### config.mk
export PLATFORM = sky130hd
export DESIGN_NAME = ctrl_sequencer
export DESIGN_NICKNAME = d
export VERILOG_FILES = /design/src/rtl/ctrl_pkg.sv /design/src/rtl/ctrl_sequencer_instr_decode.sv /design/src/rtl/ctrl_sequencer.sv
export SDC_FILE = /design/constraint.sdc
export NUM_CORES = 1
export LEC_CHECK = 0
export ABC_AREA = 1
export BUFFER_PORTS_ARGS = -buffer_cell sky130_fd_sc_hd__buf_2
export CAP_MARGIN = 5
export CORE_MARGIN = 2
export CORE_UTILIZATION = 56
export CTS_CLUSTER_DIAMETER = 80
export CTS_CLUSTER_SIZE = 24
export DETAILED_ROUTE_END_ITERATION = 10
export GPL_TIMING_DRIVEN = 0
export PLACE_DENSITY = 0.8
export SYNTH_ARGS = -nofsm -noshare
export SYNTH_HDL_FRONTEND = slang
export SYNTH_HIERARCHICAL = 1
export SYNTH_SLANG_ARGS = --single-unit
### constraint.sdc
create_clock -name clk -period 1.3 [get_ports clk]
set_input_delay 0.065 -clock clk [delete_from_list [all_inputs] [get_ports clk]]
set_output_delay 0.065 -clock clk [all_outputs]
set_load 0.02 [all_outputs]
### src/rtl/ctrl_pkg.sv
// Shared types and constants for the 16-bit CPU instruction sequencer.
package ctrl_pkg;

  typedef enum logic [3:0] {
    OP_NOP  = 4'h0,
    OP_ADD  = 4'h1,
    OP_SUB  = 4'h2,
    OP_AND  = 4'h3,
    OP_OR   = 4'h4,
    OP_XOR  = 4'h5,
    OP_SHL  = 4'h6,
    OP_SHR  = 4'h7,
    OP_LDI  = 4'h8,
    OP_ADDI = 4'h9,
    OP_HALT = 4'hF
  } opcode_e;

  localparam logic [2:0] ST_IDLE   = 3'd0;
  localparam logic [2:0] ST_DECODE = 3'd1;
  localparam logic [2:0] ST_READ   = 3'd2;
  localparam logic [2:0] ST_EXEC   = 3'd3;
  localparam logic [2:0] ST_WRITE  = 3'd4;
  localparam logic [2:0] ST_HALTED = 3'd5;

  localparam int OPC_LSB = 12;
  localparam int RD_LSB  = 8;
  localparam int RA_LSB  = 4;
  localparam int RB_LSB  = 0;

  localparam logic [3:0] ALU_ADD    = 4'h1;
  localparam logic [3:0] ALU_PASS_B = 4'hF;

  // Fields the execute phases need; kept apart from the class flags the FSM consumes.
  typedef struct packed {
    logic [3:0]  rd;
    logic [3:0]  ra;
    logic [3:0]  rb;
    logic [15:0] imm;
    logic [3:0]  alu_op;
    logic        is_rtype;
    logic        is_imm;
    logic        is_ldi;
  } op_t;

  typedef struct packed {
    op_t  op;
    logic is_nop;
    logic is_halt;
    logic is_illegal;
  } dec_t;

  typedef struct packed {
    logic        instr_ready;
    logic [4:0]  addr_a;
    logic [4:0]  addr_b;
    logic [4:0]  addr_d;
    logic        re_a;
    logic        re_b;
    logic        we_d;
    logic [3:0]  alu_op;
    logic [15:0] imm;
    logic        imm_oe;
    logic        halted;
    logic        illegal;
  } ctrl_out_t;

  function automatic ctrl_out_t out_reset();
    ctrl_out_t o;
    o = '0;
    o.instr_ready = 1'b1;
    return o;
  endfunction

endpackage

### src/rtl/ctrl_sequencer_instr_decode.sv
// Combinational instruction field extraction and opcode classification.
import ctrl_pkg::*;

module instr_decode (
  input  logic [15:0] instr,
  output dec_t        dec
);

  logic [3:0] opc;
  assign opc = instr[OPC_LSB +: 4];

  always_comb begin
    dec           = '0;
    dec.op.rd     = instr[RD_LSB +: 4];
    dec.op.ra     = instr[RA_LSB +: 4];
    dec.op.rb     = instr[RB_LSB +: 4];
    case (opc)
      OP_NOP: dec.is_nop = 1'b1;
      OP_ADD, OP_SUB, OP_AND, OP_OR, OP_XOR, OP_SHL, OP_SHR: begin
        dec.op.is_rtype = 1'b1;
        dec.op.alu_op   = opc;
      end
      OP_LDI: begin
        dec.op.is_imm = 1'b1;
        dec.op.is_ldi = 1'b1;
        dec.op.imm    = {8'h00, instr[7:0]};
        dec.op.alu_op = ALU_PASS_B;
      end
      OP_ADDI: begin
        dec.op.is_imm = 1'b1;
        dec.op.imm    = {12'h000, instr[3:0]};
        dec.op.alu_op = ALU_ADD;
      end
      OP_HALT: dec.is_halt = 1'b1;
      default: dec.is_illegal = 1'b1;
    endcase
  end

endmodule

### src/rtl/ctrl_sequencer.sv
// Multi-cycle IDLE/DECODE/READ/EXEC/WRITE sequencer driving the register file and ALU.
// Optional feature macro: CTRL_ILLEGAL_TRAP_EN (opcodes A-E trap into HALTED with illegal=1).
import ctrl_pkg::*;

module ctrl_sequencer (
  input  logic        clk,
  input  logic        rst_n,
  input  logic [15:0] instr,
  input  logic        instr_valid,
  output logic        instr_ready,
  output logic [4:0]  regAddrA,
  output logic [4:0]  regAddrB,
  output logic [4:0]  regAddrD,
  output logic        regReA,
  output logic        regReB,
  output logic        regWeD,
  output logic [3:0]  alu_op,
  output logic [15:0] imm,
  output logic        imm_oe,
  output logic        halted,
  output logic        illegal,
  output logic [2:0]  dbg_state
);

  // Handshake: instr is taken on a rising edge where instr_valid and instr_ready are both
  // high; the producer holds instr stable until then, and valid while not ready is ignored.

  logic [2:0]  state_q, state_d;
  logic [15:0] instr_q, instr_d;
  op_t         op_q, op_d;
  logic        trap_q, trap_d;
  ctrl_out_t   outs_q, outs_d;
  dec_t        dec_w;
  logic        active;

  instr_decode u_decode (
    .instr (instr_q),
    .dec   (dec_w)
  );

  always_comb begin
    state_d = state_q;
    instr_d = instr_q;
    op_d    = op_q;
    trap_d  = trap_q;
    case (state_q)
      ST_IDLE: begin
        if (instr_valid && outs_q.instr_ready) begin
          instr_d = instr;
          state_d = ST_DECODE;
        end
      end
      ST_DECODE: begin
        op_d = dec_w.op;
        if (dec_w.is_halt) begin
          state_d = ST_HALTED;
        end else if (dec_w.is_illegal) begin
`ifdef CTRL_ILLEGAL_TRAP_EN
          trap_d  = 1'b1;
          state_d = ST_HALTED;
`else
          state_d = ST_IDLE;
`endif
        end else if (dec_w.is_nop) begin
          state_d = ST_IDLE;
        end else begin
          state_d = ST_READ;
        end
      end
      ST_READ:   state_d = ST_EXEC;
      ST_EXEC:   state_d = ST_WRITE;
      ST_WRITE:  state_d = ST_IDLE;
      ST_HALTED: state_d = ST_HALTED;
      default:   state_d = ST_IDLE;
    endcase
  end

  // Outputs are registered from the current state, so they trail it by one cycle;
  // instr_ready looks at the next state so an idle sequencer accepts without a bubble.
  always_comb begin
    active             = (state_q == ST_READ) || (state_q == ST_EXEC) || (state_q == ST_WRITE);
    outs_d             = '0;
    outs_d.instr_ready = (state_d == ST_IDLE);
    if (active) begin
      outs_d.addr_a = {1'b0, op_q.ra};
      outs_d.re_a   = !op_q.is_ldi;
      if (op_q.is_rtype) begin
        outs_d.addr_b = {1'b0, op_q.rb};
        outs_d.re_b   = 1'b1;
      end
      outs_d.imm_oe = op_q.is_imm;
      outs_d.imm    = op_q.imm;
      outs_d.alu_op = op_q.alu_op;
      outs_d.addr_d = {1'b0, op_q.rd};
      outs_d.we_d   = (state_q == ST_WRITE);
    end
    outs_d.halted  = (state_q == ST_HALTED);
    outs_d.illegal = (state_q == ST_HALTED) && trap_q;
  end

  always_ff @(posedge clk or negedge rst_n) begin
    if (!rst_n) begin
      state_q <= ST_IDLE;
      instr_q <= '0;
      op_q    <= '0;
      trap_q  <= 1'b0;
      outs_q  <= out_reset();
    end else begin
      state_q <= state_d;
      instr_q <= instr_d;
      op_q    <= op_d;
      trap_q  <= trap_d;
      outs_q  <= outs_d;
    end
  end

  assign instr_ready = outs_q.instr_ready;
  assign regAddrA    = outs_q.addr_a;
  assign regAddrB    = outs_q.addr_b;
  assign regAddrD    = outs_q.addr_d;
  assign regReA      = outs_q.re_a;
  assign regReB      = outs_q.re_b;
  assign regWeD      = outs_q.we_d;
  assign alu_op      = outs_q.alu_op;
  assign imm         = outs_q.imm;
  assign imm_oe      = outs_q.imm_oe;
  assign halted      = outs_q.halted;
  assign illegal     = outs_q.illegal;
  assign dbg_state   = state_q;

endmodule

# Yosys cells after proc, flatten, opt, wreduce, memory -nomap -nowiden
# Cells that the tools add are included.
[totals]
output_inout_bits = 45
elab_cells = 62
register_bits = 95
inputBits = 19
[classes]
mux = 15
reduce_logical = 11
eq_ne = 15
[ops]
columns = ["op", "count"]
rows = [
  ["$mux 38", 1],
  ["$eq 4x3->1 const B", 4],
  ["$pmux 8 s2", 1],
  ["$pmux 3 s5", 1],
  ["$eq 4x4->1 const B", 3],
  ["$pmux 4 s3", 1],
  ["$reduce_or 11->1", 1],
  ["$eq 4x2->1 const B", 2],
  ["$reduce_or 7->1", 1],
  ["$eq 3x2->1 const B", 2],
  ["$eq 3x3->1 const B", 2],
  ["$logic_not 3->1", 2],
  ["$mux 1", 6],
  ["$mux 3", 2],
  ["$eq 4x1->1 const B", 1],
  ["$logic_not 4->1", 1],
  ["$mux 2", 2],
  ["$mux 4", 1],
  ["$eq 3x1->1 const B", 1],
  ["$logic_or 1x1->1", 2],
  ["$reduce_and 2->1", 1],
  ["$reduce_or 2->1", 1],
  ["$logic_and 1x1->1", 1],
  ["$logic_not 1->1", 1],
]

# Longest topological paths before layout
# Gate-level depths: netlist of the first run.
[logic_depth]
depth_word = 7
ltp_mapped = 9
depth_no_buf = 9

# Cells and area by module
# The synthesis of the first run kept the hierarchy.
[modules_own_cells]
columns = ["module", "cells_per_inst", "n_inst", "seq_area_each_um2", "area_per_inst_um2"]
rows = [
  ["ctrl_sequencer", 331, 1, 2303.5, 3349.5],
  ["instr_decode", 61, 1, 0.0, 314.1],
]

# Least setup slack after synthesis of the first run
# OpenSTA, ideal clock, no wires.
[synth_timing]
kind = "flip-flop to flip-flop"
from = "reg outs_q (netlist bit instr_ready)"
to = "reg instr_q[1]"
required_ns = 1.174
setup_time_ns = 0.126
path_stages_with_launch = 6
path_buffers = 1
slack_ns = 0.031
period_less_slack_ns = 1.269
arrival_time_ns = 1.143
path_cell_list = "dfstp_2 nand2_1 nand3b_2 buf_4 nand2_1 o21ai_0"
[synth_between]
elab_chain_len = 2
[synth_lines]
columns = ["element", "line", "rtl"]
rows = [
  ["start, declared", "ctrl_sequencer.sv:32", "ctrl_out_t outs_q, outs_d;"],
  ["start signal, assigned", "ctrl_sequencer.sv:107", "outs_q <= out_reset();"],
  ["start signal, assigned", "ctrl_sequencer.sv:113", "outs_q <= outs_d;"],
  ["$logic_and 1x1->1", "ctrl_sequencer.sv:48", "if (instr_valid && outs_q.instr_ready) begin"],
  ["$reduce_and 2->1 (no line)", "--", ""],
  ["end signal, assigned", "ctrl_sequencer.sv:110", "instr_q <= instr_d;"],
  ["end, declared", "ctrl_sequencer.sv:29", "logic [15:0] instr_q, instr_d;"],
]
# Every way passes these cells.
# A chain may end at the register's enable or synchronous reset.

# Final worst setup path of the first run
[layout_timing]
from = "reg state_q[1] (netlist: dbg_state[1])"
to = "reg op_q[3] (netlist name)"
[layout_between]
elab_chain_len = 1
[layout_lines]
columns = ["element", "line", "rtl"]
rows = [
  ["start, declared", "ctrl_sequencer.sv:28", "logic [2:0] state_q, state_d;"],
  ["start signal, assigned", "ctrl_sequencer.sv:109", "state_q <= state_d;"],
  ["$eq 3x1->1", "ctrl_sequencer.sv:46", "case (state_q)"],
  ["end signal, assigned", "ctrl_sequencer.sv:111", "op_q <= op_d;"],
  ["end, declared", "ctrl_sequencer.sv:30", "op_t op_q, op_d;"],
]
# Every way passes these cells.

==> results of run 1 <==
[worst max-delay path, cell delays in order (launching register included)]
cell     delay (ns)
dfrtp_2        0.46
inv_2          0.11
nand2_4        0.07
nor2_2         0.23
buf_2          0.22
o21ai_0        0.11
[layout make-up]
type,count,area share [%]
Timing Repair Buffer,85,11.9
Buffer,37,6.70
Tap cell,77,2.05
Clock buffer,13,3.38
Clock inverter,3,1.46
Inverter,74,5.90
Multi-Input combinational cell,200,19.5
Sequential cell,92,49.1
[logic make-up after synthesis]
group	Yosys count	synth area share (%)
AOI/OAI and AO/OA	55	7.51
buffers and inverters	111	15.1
and+or+nand+nor	132	14.3
DFF	92	62.9
other	2	0.205
[power by group]
part	switching (mW)	internal, mW	total (mW)
Combinational	2.51	1.67	4.18
Sequential	0.514	3.87	4.38
Clock	0.961	1.19	2.16
[metrics by stage]
stage	cells	total power, mW	setup WS (ns)
final	581	10.7	-0.0254
after CTS	572	10.2	-0.0239
after global placement	538	7.75	-0.579
after floorplan	402	6.86	0.0309
after detailed placement	539	7.94	-0.0398
after global routing	581	11.4	-0.0877
[what timing repair did]
action                                  in CTS  in global routing
gates resized for setup                      7                 40
hold buffers                                17                  0
cloned                                       0                  3
pin swaps                                    0                  1
hold endpoints to repair                    54                  0
setup buffers                                0                  6
endpoints found under the setup margin      18                 86
[routing by layer]
metal	global-route usage [%]	share of wire, %	vias to the layer above
met5	0	0	-
met4	7.50	1.3	0
met3	5.64	5.0	12
met2	36.9	52	103
met1	28.5	42	1328
li1	-	-	1341
[cell usage in the layout, fill, tap and decap left out, types with 2 or more instances in the layout]
cell,count
nor2_1,46
bufinv_16,2
conb_1,12
dlygate4sd3_1,17
nand3_1,3
clkbuf_1,2
buf_4,31
clkbuf_8,11
nor2_2,8
inv_1,70
buf_6,13
nand2_1,66
dfrtp_2,6
nand3_2,2
dfrtp_1,85
buf_2,60
nor2_4,2
nand2_2,4
o21ai_0,43
inv_2,4
o21ai_1,10
[flip-flops by register name (all words and copies together), names as in the netlist]
name / count
regAddrD: 4
halted: 1
instr_ready: 1
regWeD: 1
imm: 16
regAddrB: 4
imm_oe: 1
regReB: 1
alu_op: 4
regAddrA: 4
op_q: 35
dbg_state: 3
instr_q: 16
regReA: 1
[worst max-delay path by stage]
stage | slack, ns | startpoint | endpoint | cells past startpoint
finish | -0.03 | dbg_state[1] | op_q[3] | 5
global route | -0.09 | dbg_state[1] | op_q[3] | 5
CTS | -0.02 | instr_ready | instr_q[9] | 5
detailed placement | -0.04 | dbg_state[0] | regAddrB[3] | 5
global placement | -0.58 | rst_n | dbg_state[2] | 1
floorplan | 0.03 | instr_ready | instr_q[1] | 5
==> metrics.yaml, run 1 <==
die_h_um: 84.9
ys_seq_area_share_pct: 62.9
routabilityCongestion: 0.819
synth.most_common_cell: "dfrtp_1"
htree_levels: 3
max-clock-path-buffers: 2
tns_ns: -0.0470
syn2layout_area_growth_pct: 28.4
ys_top_cells_by_count: "dfrtp_1 (91), inv_1 (71), nand2_1 (69), nor2_1 (53), o21ai_0 (48)"
nFillCells: 441
pin_count: 64
synthTopCellsByArea: "dfrtp_1 (62%), inv_1 (7.3%), nand2_1 (7.1%)"
grt_max_degree: 54
async_flop_share_pct: 100
drv_cap: 0
r2r_slack_ns: -0.03
seq_area_mm2: 0.00231
final_util_pct: 74.1
ys_ff_latch: 92
drtAntennaViolNets: 0
synth_top_cell_by_area: "dfrtp_1"
violations: "setup timing"
clk_pin_slew_ns: 0.08
synth_edf_count: 0
drc_errors: 0
port_buffers: 59
synthCells: 392
status: "finished, violations left"
initialDrtViolationCount: 172
finalCritPeriodShare_pct: 102
fin_crit_ns: 1.33
synth.avg_cell_area_um2: 9.35
vias: 2784
grt_pass1_vias: 2636
syn_area_mm2: 0.00366
dieArea_mm2: 0.00720
routed_via_density: 4.79
antennaDiodeCount: 0
initial_core_util_pct: 57.7
critPathMaxFanout: 5
start_kind: "register"
synth_cell_type_count: 18
num_rows: 29
ff2ff_path_depth: 5
cellPowerDensity_mw_per_mm2: 2280
min_path_type: "in2reg"
grt_pass1_wl_mm: 12.3
overflow: 0
hold_ws_ns: 0.172
crit_path_end_kind: "register"
ys_warn_count: 6
die_w_um: 84.9
hpwl_mm: 4.74
leakage_nw: 2.60
rsz0062_at_grt: "yes"
r2r-start: "dbg_state[1]"
clockRootBuffer: "clkbuf_8"
reg2reg_to: "op_q[3]"
layout.nets: 518
finalSetupViolCount: 3
hold_viol: 0
wl_mm: 7.64
tightest_slew_ns: 0.508
clock.fmax_mhz: 754
clock_skew_ns: 0.00831
min_path_cells: 4
core-area_mm2: 0.00635
finalInstanceArea_mm2: 0.00471
antenna_found_initial: 0
cts_buffers: 9
first_pass_iters: 5
holdCritStartpoint: "instr_valid"
drive_gt1_share_pct: 29.6
clk-insertion-delay-late_ns: 0.35
hold_end: "dbg_state[0]"
relSlewSlack_pct: 66.1
ys.flop_type: "dfrtp_1"
multi_input_area_um2: 916
cts_tree: "yes"
postPlaceCellArea_mm2: 0.00412
track_usage_pct: 22.1
path_class: "reg2reg"
arrival_ns: 1.55
setup_ws_ns: -0.0254
drv_slew: 0
wl_per_cell_um: 13.1
cts_num_sinks: 92
netlist.area_leader.share_pct: 62.2
ir_drop_uv: 1670
crit_required_ns: 1.53
Power figures use the tool's default switching activity.
==> run 2: changes to the inputs <==
--- a/config.mk
+++ b/config.mk
@@ -6,15 +6,14 @@
 export NUM_CORES = 1
 export LEC_CHECK = 0
 export ABC_AREA = 1
-export BUFFER_PORTS_ARGS = -buffer_cell sky130_fd_sc_hd__buf_2
+export BUFFER_PORTS_ARGS = -buffer_cell sky130_fd_sc_hd__clkbuf_2
 export CAP_MARGIN = 5
 export CORE_MARGIN = 2
-export CORE_UTILIZATION = 56
+export CORE_UTILIZATION = 42
 export CTS_CLUSTER_DIAMETER = 80
 export CTS_CLUSTER_SIZE = 24
 export DETAILED_ROUTE_END_ITERATION = 10
 export GPL_TIMING_DRIVEN = 0
-export PLACE_DENSITY = 0.8
 export SYNTH_ARGS = -nofsm -noshare
 export SYNTH_HDL_FRONTEND = slang
 export SYNTH_HIERARCHICAL = 1
==> metrics.yaml, run 2 (synthesized netlist as in run 1, its figures left out) <==
grt_pass1_vias: 2550  # was 2,636
reg2reg_to: "op_q[3]"  # unchanged
arrival_ns: 1.57  # was 1.55 ns
cellPowerDensity_mw_per_mm2: 2220  # was 2280 mW/mm2
hold_end: "dbg_state[0]"  # unchanged
route.met2.wl_mm: 3.53  # was 3.96 mm
crit_required_ns: 1.58  # was 1.53 ns
ff2ff_path_depth: 7  # was 5
htree_levels: 3  # unchanged
finalCritPeriodShare_pct: 99.3  # was 102%
clk-insertion-delay-late_ns: 0.35  # about the same
status: "complete, no violations"  # was finished, violations left
p_sw_mw: 3.82  # was 3.98 mW
instances_no_fill: 612  # was 581
clock_skew_ns: 0.0127  # was 0.00831 ns
p_clk_share_pct: 19.8  # was 20.1%
tightest_slew_ns: 0.619  # was 0.508 ns
dr_wl_met3_um: 268  # was 380 um
pin_count: 64  # unchanged
place_ws_ns: -0.0463  # was -0.0398 ns
seqPwrFrac_pct: 41.8  # was 40.9%
die_h_um: 97.4  # was 84.9 um
finalInstanceArea_mm2: 0.00469  # was 0.00471 mm2
wl_mm: 7.28  # was 7.64 mm
initial_core_util_pct: 42.6  # was 57.7%
initialDrtViolationCount: 106  # was 172
cts_num_sinks: 92  # unchanged
relSlewSlack_pct: 58.7  # was 66.1%
layout_commonest_cell: "dfrtp_1"  # unchanged
num_rows: 34  # was 29
path_class: "reg2reg"  # unchanged
final_cell_mix: "dfrtp_1 (86), inv_1 (70), nand2_1 (68), clkbuf_2 (58), nor2_1 (49)"  # was dfrtp_1 (85), inv_1 (70), nand2_1 (66), buf_2 (60), nor2_1 (46)
rsz0062_at_grt: "yes"  # unchanged
drv_cap: 0  # unchanged
overflow: 0  # unchanged
r2r_slack_ns: 0.01  # was -0.03 ns
cts_buffers: 9  # unchanged
fin_crit_ns: 1.29  # was 1.33 ns
nFillCells: 812  # was 441
min_path_cells: 4  # unchanged
setup_ws_ns: 0.00963  # was -0.0254 ns
leakage_nw: 2.56  # was 2.60 nW
seq_area_mm2: 0.00231  # about the same
place_inst: 570  # was 539
crit_path_end_kind: "register"  # unchanged
routabilityCongestion: 0.813  # was 0.819
layout.nets: 518  # unchanged
start_kind: "register"  # unchanged
wl_per_cell_um: 11.9  # was 13.1 um
critPathMaxFanout: 7  # was 5
largest_reg_flops: 35  # unchanged
drtAntennaViolNets: 0  # unchanged
port_buffers: 59  # unchanged
regMostFlops: "op_q"  # unchanged
vias: 2661  # was 2,784
hold_ws_ns: 0.151  # was 0.172 ns
postPlaceCellArea_mm2: 0.00416  # was 0.00412 mm2
drive_gt1_share_pct: 27.8  # was 29.6%
track_usage_pct: 15.7  # was 22.1%
die_w_um: 97.4  # was 84.9 um
clockRootBuffer: "clkbuf_8"  # unchanged
routed_via_density: 4.35  # was 4.79
ir_drop_uv: 1100  # was 1670 uV
switching_share_pct: 36.6  # was 37.2%
clk_pin_slew_ns: 0.08  # about the same
multi_input_area_um2: 892  # was 916 um2
drv_slew: 0  # unchanged
intPower_mw: 6.62  # was 6.73 mW
core-area_mm2: 0.00859  # was 0.00635 mm2
comb_power_share_pct: 38.4  # was 39.0%
hold_viol: 0  # unchanged
met1_length_mm: 3.33  # was 3.20 mm
dieArea_mm2: 0.00949  # was 0.00720 mm2
hpwl_mm: 4.87  # was 4.74 mm
min_path_type: "in2reg"  # unchanged
antennaDiodeCount: 0  # unchanged
grt_max_degree: 50  # was 54
drc_errors: 0  # unchanged
syn2layout_area_growth_pct: 28.1  # was 28.4%
cts_tree: "yes"  # unchanged
max-clock-path-buffers: 2  # unchanged
highest_layer: "met4"  # unchanged
holdCritStartpoint: "instr_valid"  # unchanged
tns_ns: 0  # was -0.0470 ns
r2r-start: "dbg_state[1]"  # unchanged
finalSetupViolCount: 0  # was 3
clock.fmax_mhz: 775  # was 754 MHz
first_pass_iters: 4  # was 5
antenna_found_initial: 0  # unchanged
grt_pass1_wl_mm: 11.9  # was 12.3 mm
## run 2: cell count changes in the layout (fill, tap and decap cells not counted), moves of 2 or more
cell	previous run	this run
buf_2	60	0
clkbuf_2	0	58
buf_4	31	39
nor2_1	46	49
buf_6	13	7
nor2_2	8	4
nand2_1	66	68
clkbuf_1	2	4
nand2_2	4	2
## run 2: cell type report
cell class	instances	area share, %
buffer	37	6.40
clock buffer	14	3.25
clock inverter	2	1.28
inverter	74	5.92
multi-input combinational	199	19.0
sequential	92	49.2
tap	108	2.88
timing repair buffer	86	12.1
## run 2: worst max path at each step
stage / startpoint / endpoint / slack, ns / cells past startpoint
after CTS: dbg_state[1] / instr_ready / -0.03 / 7
after detailed placement: dbg_state[0] / regAddrB[3] / -0.05 / 5
after global placement: rst_n / dbg_state[2] / -0.90 / 1
after global routing: dbg_state[1] / op_q[1] / -0.08 / 7
after floorplan: instr_ready / instr_q[1] / 0.03 / 5
final: dbg_state[1] / op_q[3] / 0.01 / 7
## run 2: through the flow
stage / power [mW] / util (%)
4_1_cts: 10.2 / 53.4
5_1_grt: 11.2 / 54.6
3_3_place_gp: 7.85 / 48.1
2_1_floorplan: 6.86 / -
6_report: 10.4 / 54.6
3_5_place_dp: 7.99 / 48.4
## run 2: timing repair
item,CTS,global route
gates resized for setup,14,19
hold buffers,17,0
endpoints found under the setup margin,39,68
buffers inserted,0,9
endpoints found under the hold margin,58,0
pin swaps,1,1
## run 2: power by group through the flow
stage | logic, mW | registers (mW) | clock network (mW)
final | 4.01 | 4.37 | 2.07
after global routing | 4.46 | 4.48 | 2.22
after CTS | 3.77 | 4.34 | 2.12
after detailed placement | 3.60 | 4.39 | 0
after global placement | 3.51 | 4.35 | 0
after floorplan | 2.15 | 4.71 | 0
## run 2: routing by layer
layer  vias to the layer above  global-route usage, %
met2                        62                   25.1
met5                         -                      0
met3                        13                   2.73
met1                      1246                   21.1
met4                         0                   6.94
li1                       1340                      -
## run 2: worst max-delay path, stage by stage, from the launching register on
cell and delay [ns]:
dfrtp_2 0.45, inv_2 0.10, nand2_4 0.07, nor2_4 0.22
buf_6 0.16, buf_6 0.12, nand2_1 0.05, o21ai_1 0.06
==> run 3: changes to the inputs <==
--- a/config.mk
+++ b/config.mk
@@ -10,10 +10,8 @@
 export CAP_MARGIN = 5
 export CORE_MARGIN = 2
 export CORE_UTILIZATION = 42
-export CTS_CLUSTER_DIAMETER = 80
-export CTS_CLUSTER_SIZE = 24
+export CTS_CLUSTER_DIAMETER = 40
 export DETAILED_ROUTE_END_ITERATION = 10
-export GPL_TIMING_DRIVEN = 0
 export SYNTH_ARGS = -nofsm -noshare
 export SYNTH_HDL_FRONTEND = slang
 export SYNTH_HIERARCHICAL = 1
==> metrics.yaml, run 3 (synthesized netlist as in run 1, its figures left out) <==
antenna_found_initial: 0  # unchanged
worst_path_max_delay_cell: "dfrtp_1"  # was dfrtp_2
clock_skew_ns: 0.0103  # was 0.0127 ns
drv_slew: 0  # unchanged
die_h_um: 97.4  # unchanged
htree_levels: 3  # unchanged
endpoint: "op_q[26]"  # was op_q[3]
reg2reg_to: "op_q[26]"  # was op_q[3]
cts_tree: "yes"  # unchanged
crit_chain: "inv_2 > nand2_4 > nor2_4 > buf_12 > clkbuf_16 > nand2_1 > o21ai_0"  # was inv_2 > nand2_4 > nor2_4 > buf_6 > buf_6 > nand2_1 > o21ai_1
ff2ff_path_depth: 7  # unchanged
port_buffers: 59  # unchanged
arrival_ns: 1.55  # was 1.57 ns
die_w_um: 97.4  # unchanged
drv_cap: 0  # unchanged
grt_pass1_vias: 2459  # was 2,550
clk-insertion-delay-late_ns: 0.35  # about the same
initialDrtViolationCount: 107  # was 106
fin_crit_ns: 1.29  # about the same
cts_buffers: 9  # unchanged
first_pass_iters: 4  # unchanged
largest_reg_flops: 35  # unchanged
r2r-start: "dbg_state[1]"  # unchanged
path_class: "reg2reg"  # unchanged
start_kind: "register"  # unchanged
worst_path_largest_cell_delay_ns: 0.43  # was 0.45 ns
rsz0062_at_grt: "yes"  # unchanged
ir_drop_uv: 1100  # about the same
pin_count: 64  # unchanged
max-clock-path-buffers: 2  # unchanged
dieArea_mm2: 0.00949  # unchanged
nFillCells: 801  # was 812
tns_ns: 0  # unchanged
finalSetupViolCount: 0  # unchanged
core-area_mm2: 0.00859  # unchanged
crit_required_ns: 1.56  # was 1.58 ns
cellPowerDensity_mw_per_mm2: 2280  # was 2220 mW/mm2
leakage_nw: 2.49  # was 2.56 nW
finalCritPeriodShare_pct: 99.2  # was 99.3%
critPathMaxFanout: 14  # was 7
status: "complete, no violations"  # unchanged
initial_core_util_pct: 42.6  # unchanged
final_cell_mix: "dfrtp_1 (89), inv_1 (70), nand2_1 (68), clkbuf_2 (58), nor2_1 (50)"  # was dfrtp_1 (86), inv_1 (70), nand2_1 (68), clkbuf_2 (58), nor2_1 (49)
hpwl_mm: 4.61  # was 4.87 mm
clock.fmax_mhz: 775  # about the same
wl_mm: 7.59  # was 7.28 mm
drc_errors: 0  # unchanged
path_depth: 7  # unchanged
cp_top_family: "buffers and inverters"  # was flip-flops
overflow: 0  # unchanged
crit_path_end_kind: "register"  # unchanged
drive_gt1_share_pct: 24.0  # was 27.8%
crit_start: "dbg_state[1]"  # unchanged
routed_via_density: 4.41  # was 4.35
vias: 2596  # was 2,661
r2r_slack_ns: 0.01  # about the same
setup_ws_ns: 0.00994  # was 0.00963 ns
place_ws_ns: 0.0144  # was -0.0463 ns
clockRootBuffer: "clkbuf_8"  # unchanged
antennaDiodeCount: 0  # unchanged
hold_ws_ns: 0.212  # was 0.151 ns
clk_pin_slew_ns: 0.09  # was 0.08 ns
cts_num_sinks: 92  # unchanged
cp.buffers_inverters: 3  # unchanged
drtAntennaViolNets: 0  # unchanged
grt_pass1_wl_mm: 11.6  # was 11.9 mm
layout.nets: 494  # was 518
hold_viol: 0  # unchanged
routabilityCongestion: 0.756  # was 0.813
track_usage_pct: 15.3  # was 15.7%
wl_per_cell_um: 12.9  # was 11.9 um
regMostFlops: "op_q"  # unchanged
syn2layout_area_growth_pct: 26.7  # was 28.1%
layout_commonest_cell: "dfrtp_1"  # unchanged
num_rows: 34  # unchanged
min_path_type: "in2async"  # was in2reg
grt_max_degree: 40  # was 50
==> run 3: changes by cell type in the layout (fill, tap and decap cells not counted), sizes merged <==
| cell | previous run | this run |
|---|---|---|
| buf | 47 | 19 |
| clkinv | 0 | 1 |
| clkinvlp | 0 | 1 |
| clkbuf | 73 | 75 |
==> run 3: where the power goes <==
| part | leakage [nW] | internal, mW | switching (mW) |
|---|---|---|---|
| Clock | 0.107 | 1.13 | 0.950 |
| Sequential | 1.21 | 3.86 | 0.495 |
| Combinational | 1.17 | 1.71 | 2.45 |
| Total | 2.49 | 6.70 | 3.89 |
==> run 3: worst min-delay path by stage <==
stage	slack, ns	start	depth (start not counted)	end
6_report	0.21	rst_n	2	op_q[20]
5_1_grt	0.25	rst_n	2	imm[10]
2_1_floorplan	-0.23	rst_n	0	alu_op[0]
4_1_cts	0.21	rst_n	2	op_q[1]
3_3_place_gp	0.05	rst_n	1	imm[10]
3_5_place_dp	0.06	rst_n	1	imm[10]
==> run 3: repair_timing <==
item                                    4_1_cts  5_1_grt
hold buffers                                 17        0
endpoints found under the setup margin        0       80
endpoints found under the hold margin        44        0
resized for setup                             0       22
buffers inserted                              0        4
==> run 3: stage by stage <==
stage               instances  total power, mW  cell area [um2]  util (%)
floorplan                 402             6.86             3700         -
global placement          544             7.70             4020      46.8
detailed placement        544             7.79             4020      46.8
CTS                       577             9.93             4410      51.3
global route              588             11.3             4640      54.0
finish                    588             10.6             4640      54.0
==> run 3: final cells by class <==
| cell class | instances | area, um2 | share of cell area, % |
|---|---|---|---|
| multi-input combinational | 199 | 882 | 19.0 |
| clock buffer | 12 | 145 | 3.13 |
| timing repair buffer | 99 | 823 | 17.7 |
| clock inverter | 4 | 72.6 | 1.56 |
| sequential | 92 | 2310 | 49.7 |
| tap | 108 | 135 | 2.91 |
| inverter | 74 | 278 | 5.98 |
==> run 3: worst register-to-register path, cell delays in order (launching register included) <==
cell       delay (ns)
dfrtp_1          0.43
inv_2            0.10
nand2_4          0.07
nor2_4           0.14
buf_12           0.17
clkbuf_16        0.18
nand2_1          0.05
o21ai_0          0.06
==> run 3: metal layers <==
metal,track usage [%],up-vias,wire (um)
met5,0,-,0
met1,21.3,1228,3630
met3,2.73,10,290
met2,24.1,65,3570
li1,-,1293,-
met4,6.09,0,96
